`config.mk`:
```
export PLATFORM = sky130hd
export DESIGN_NAME = vec3_normalize
export DESIGN_NICKNAME = d
export VERILOG_FILES = /design/src/rtl/vec3_normalize.sv
export SDC_FILE = /design/constraint.sdc
export NUM_CORES = 2
export LEC_CHECK = 0
export BUFFER_PORTS_ARGS = -buffer_cell sky130_fd_sc_hd__buf_4
export CORE_ASPECT_RATIO = 1.2
export CORE_MARGIN = 4
export CORE_UTILIZATION = 55
export CTS_BUF_LIST = sky130_fd_sc_hd__clkbuf_4 sky130_fd_sc_hd__clkbuf_8 sky130_fd_sc_hd__clkbuf_16
export DETAILED_ROUTE_END_ITERATION = 16
export PLACE_DENSITY_LB_ADDON = 0.05
export RECOVER_POWER = 100
export SYNTH_ARGS = -nofsm -noshare
export SYNTH_HDL_FRONTEND = slang
export SYNTH_SLANG_ARGS = --single-unit
export TNS_END_PERCENT = 100
```
`constraint.sdc`:
```
create_clock -name clk -period 14.3 [get_ports clk]
set_input_delay 1.43 -clock clk [delete_from_list [all_inputs] [get_ports clk]]
set_output_delay 1.43 -clock clk [all_outputs]
set_load 0.01 [all_outputs]
```
`src/rtl/vec3_normalize.sv`:
```
// vec3_normalize: normalises a signed Q8.24 3-vector using an external inv_sqrt unit
// and one shared multiplier, with valid/ready handshakes on both sides.
module vec3_normalize #(
  parameter int WIDTH       = 32,
  parameter int ISQ_LATENCY = 3
) (
  input  logic             clk,
  input  logic             rst_n,
  input  logic             in_valid,
  output logic             in_ready,
  input  logic [WIDTH-1:0] in_x,
  input  logic [WIDTH-1:0] in_y,
  input  logic [WIDTH-1:0] in_z,
  output logic [WIDTH-1:0] isq_x,
  input  logic [WIDTH-1:0] isq_result,
  output logic             out_valid,
  input  logic             out_ready,
  output logic [WIDTH-1:0] out_x,
  output logic [WIDTH-1:0] out_y,
  output logic [WIDTH-1:0] out_z,
  output logic             out_zero
);
  localparam int FRAC = 24;
  localparam int P    = 2 * WIDTH;
  localparam logic [WIDTH+2:0] TERM_MAX = {3'b001, {WIDTH{1'b0}}};
  localparam logic [WIDTH-1:0] MAXV = {1'b0, {(WIDTH-1){1'b1}}};
  localparam logic [WIDTH-1:0] MINV = {1'b1, {(WIDTH-1){1'b0}}};
  typedef enum logic [2:0] {IDLE, SQ, WAIT, SCALE, DONE} state_t;
  state_t                  st;
  logic signed [WIDTH-1:0] xr, yr, zr;
  logic [1:0]              idx;
  logic [7:0]              cnt;
  logic [WIDTH+2:0]        acc, nacc;
  logic [WIDTH-1:0]        inv, isq_sat, out_sat;
  logic signed [P-1:0]     a, b, sh;
  logic                    fits;
  assign in_ready  = st == IDLE;
  assign out_valid = st == DONE;
  // One multiplier: c*c while summing squares, c*inv while scaling.
  always_comb begin
    a       = P'(idx == 2'd0 ? xr : idx == 2'd1 ? yr : zr);
    b       = st == SQ ? a : P'(inv);
    sh      = (a * b) >>> FRAC;
    // A single square above 32 bits already forces saturation, so clamp it to keep acc small.
    nacc    = acc + (|sh[P-1:WIDTH] ? TERM_MAX : {3'b000, sh[WIDTH-1:0]});
    isq_sat = |nacc[WIDTH+2:WIDTH] ? '1 : nacc[WIDTH-1:0];
    fits    = &sh[P-1:WIDTH-1] | ~|sh[P-1:WIDTH-1];
    out_sat = fits ? sh[WIDTH-1:0] : sh[P-1] ? MINV : MAXV;
  end
  always_ff @(posedge clk or negedge rst_n)
    if (!rst_n) begin
      st       <= IDLE;
      xr       <= '0;
      yr       <= '0;
      zr       <= '0;
      idx      <= '0;
      cnt      <= '0;
      acc      <= '0;
      inv      <= '0;
      isq_x    <= '0;
      out_x    <= '0;
      out_y    <= '0;
      out_z    <= '0;
      out_zero <= 1'b0;
    end else
      case (st)
        IDLE: if (in_valid) begin
          xr  <= in_x;
          yr  <= in_y;
          zr  <= in_z;
          acc <= '0;
          idx <= '0;
          st  <= SQ;
        end
        SQ: begin
          acc <= nacc;
          idx <= idx + 2'd1;
          if (idx == 2'd2) begin
            isq_x <= isq_sat;
            idx   <= '0;
            cnt   <= '0;
            if (nacc == '0) begin
              out_x    <= '0;
              out_y    <= '0;
              out_z    <= '0;
              out_zero <= 1'b1;
              st       <= DONE;
            end else st <= WAIT;
          end
        end
        // Waiting one edge beyond the unit latency makes its internal phase irrelevant.
        WAIT: begin
          cnt <= cnt + 8'd1;
          if (cnt == 8'(ISQ_LATENCY)) begin
            inv <= isq_result;
            st  <= SCALE;
          end
        end
        SCALE: begin
          idx   <= idx + 2'd1;
          out_x <= idx == 2'd0 ? out_sat : out_x;
          out_y <= idx == 2'd1 ? out_sat : out_y;
          out_z <= idx == 2'd2 ? out_sat : out_z;
          if (idx == 2'd2) begin
            idx      <= '0;
            out_zero <= 1'b0;
            st       <= DONE;
          end
        end
        DONE: if (out_ready) st <= IDLE;
        default: st <= IDLE;
      endcase
endmodule

```
==> run metrics <==
outcome finished with violations; violated checks capacitance limit, slew limit; total track usage a little under two fifths; peak fanout along the critical path 21; hold endpoint isq_x[6]; post-route setup slack around 0.35 ns; yosys warns 0; Mapped Avg Cell Area a little over 9 sq um; CTS root buffer clkbuf_16; r2r setup slk ~0.35 ns; clk_lat worst skew 0.62 ns; Max-Cap Viols 6; CP max stage cell fa_2; row count roughly 130; initial antenna violation count 1; Slew @ Worst Pin between 5 and 6 ns; share of layout cells above drive strength 1 roughly 15%; top_reg_cell synth dfrtp_1; DRT iter0 DRCs 3,743; Reg clk slew, reported paths 0.06 ns; final non-filler cell total 8,633; fmax 71.7 MHz; port bufs between 200 and 300; first-pass GRT wire length ~320 mm; Die Ht between 300 and 400 um; Final Hold Violating Endpoints 0; max_slew headroom -274%; H-tree levels 2; launching point of the worst reg2reg path st[2]; Async S/R FF share, synth 100%; Area growth, synth to finish 14.4%; post-synthesis sequential area ratio around 12%; Starting Density between 50% and 60%; Clock Sinks between 300 and 400; Hold Path Depth 2; DRC viols 0; die width ~310 um; fillers 9,742; routed len/inst between 20 and 30 um; hold path startpoint isq_x[6]; Syn Inst Count 6,631; TritonCTS Buffers 36; reg2reg path depth 52; placed cell count between 8,000 and 9,000; final net count 9,027; min Tclk post-route ~14 ns; post-synthesis cell area between 60,000 and 70,000 sq um; number of global-route vias before repair around 53,000; Yosys reg bits ~300; Top Ports approximately 260; Routed Antenna Nets 0; Post-Route WL ~220 mm; crit path kind flip-flop to flip-flop; Max stage delay on crit path 0.65 ns; Fin Clk Skew around 0.064 ns; pins over their slew limit approximately 460; # setup viols final 0; Synth cell types 96; Worst setup SP type flip-flop; Tightest Hold Check Type flip-flop to flip-flop; GP Congestion ~1.0; Congestion Overflow GR 0; Critical Path RT 14.75 ns; first-pass detailed-route iteration total 8; CTS Buffer Depth 3; DIE AREA approximately 120,000 sq um; largest net degree at the start of global routing 134; syn nets 8,543; Post-synth EDFFs 0; hold slack final 0.465 ns; Crit path arrival time around 14 ns; DP Worst Slack -0.0303 ns; fin crit share roughly 98%; Via density 5.60; core footprint approximately 110,000 sq um; worst reg2reg path endpoint out_z[21]; Critical Path End Type flip-flop; DP HPWL 181 mm; Worst path most repeated cell fa_1; vias about 48,000; TritonCTS clock tree yes
==> sequential cells by signal, summed over array words and instances, names as in the netlist <==
name      flops
out_x        32
cnt           8
zr           32
out_y        32
yr           32
out_zero      1
idx           2
st            3
acc          35
out_z        32
isq_x        32
inv          32
xr           32
==> worst max-delay path, delay by kind of cell, from the launching register on <==
| kind | cells | cell delay, ns |
|---|---|---|
| AND/OR/NAND/NOR | 12 | 2.91 |
| buffers and inverters | 15 | 2.20 |
| AO/OA/AOI/OAI | 11 | 1.89 |
| adder cells (fa/ha/maj) | 12 | 5.89 |
| multiplexers | 1 | 0.30 |
| flip-flops | 1 | 0.37 |
| XOR/XNOR | 1 | 0.17 |
==> placed cells by master (no fill, tap or decap), types with 14 or more instances in the layout <==
cell type,instances
fa_2,42
mux2_2,100
or2_2,14
a22o_1,15
nor3_1,24
o21ai_0,99
xnor2_1,75
fa_1,1371
inv_1,1487
mux2i_1,18
mux2i_2,14
buf_6,24
o21ai_2,19
a21oi_1,112
nor2_1,767
o21ai_1,50
a21boi_2,16
nand3_1,26
mux2_4,29
clkbuf_1,137
a31oi_1,26
buf_4,509
clkbuf_16,51
nand2_1,905
inv_2,14
ha_1,344
buf_12,43
dfrtp_1,303
a21o_1,34
o21a_1,43
xor2_1,31
nand4_1,29
a21oi_2,52
==> how the worst max path moves through the flow <==
| stage | from | end | slack, ns |
|---|---|---|---|
| 6_report | st[2] | out_z[21] | 0.35 |
| 5_1_grt | st[2] | out_z[17] | -0.06 |
| 4_1_cts | idx[0] | out_z[27] | 0.04 |
| 3_5_place_dp | idx[0] | out_z[29] | -0.03 |
| 3_3_place_gp | idx[0] | out_z[30] | 0.1 |
| 2_1_floorplan | idx[0] | out_x[10] | 0.13 |
==> cell usage after synthesis, types with 12 or more instances <==
library cell	n	area, sq um
a211oi_1	12	90.1
a21boi_1	19	143
a21o_1	34	255
a21oi_1	135	676
a21oi_2	33	289
a22o_1	15	131
a31oi_1	26	163
and3_1	13	81.3
buf_1	20	75.1
buf_2	12	60.1
clkbuf_1	238	893
dfrtp_1	305	7630
fa_1	1413	28300
ha_1	367	4590
inv_1	1501	5630
mux2_2	100	1130
mux2_4	29	435
mux2i_1	36	360
nand2_1	917	3440
nand2b_1	12	75.1
nand3_1	27	135
nand4_1	29	181
nor2_1	775	2910
nor3_1	26	130
o21a_1	46	345
o21ai_0	132	661
o21ai_1	39	195
o21bai_1	13	97.6
or2_2	15	93.8
xnor2_1	75	657
xor2_1	32	280
==> logic make-up (layout without fill, tap and decap cells) <==
family          after synthesis  after routing  synth area share, %
simple gates               1893           1893                 12.4
buf+inv                    1790           2295                 11.1
fa+ha+maj                  1780           1780                 53.3
compound gates              590            590                 6.21
flops                       305            305                 12.4
mux                         165            165                 3.11
xor+xnor                    108            108                 1.55
other cells                   0              1                    0
==> metrics by stage <==
stage          setup TNS, ns  area [sq um]  utilization, %
6_report                   0         70600            63.4
5_1_grt                -1.03         70600            63.4
4_1_cts                    0         69400            62.3
3_5_place_dp          -0.473         68100            61.2
3_3_place_gp               0         68100            61.2
2_1_floorplan              0         61700               -
==> per-layer routing <==
layer  part of all wire [%]  routed length [um]  GRT usage, %
met1                     35               77200          43.6
met2                     47              104000          62.1
met3                    8.1               17700          7.62
met4                    9.2               20200          26.9
met5                      0                   0             0
==> area by class of cell <==
class                           instances  area (sq um)  area share (%)
Inverter                             1501          5630            7.98
Antenna cell                            1          2.50         0.00354
Tap cell                             1496          1870            2.65
Clock inverter                         14           225           0.319
Multi-Input combinational cell       4536         48300            68.4
Sequential cell                       305          7640            10.8
Timing Repair Buffer                  735          5950            8.42
Clock buffer                           45          1010            1.42
==> repair_timing <==
| action | CTS | global route |
|---|---|---|
| hold buffers | 0 | 0 |
| setup buffers | 0 | 41 |
| pin swaps | 0 | 61 |
| resized for setup | 9 | 267 |
| gates cloned | 0 | 16 |
| setup endpoints to repair | 79 | 109 |
Power is not shown: default switching activity piles up to over one toggle a cycle in this logic, so the estimate is an artifact.
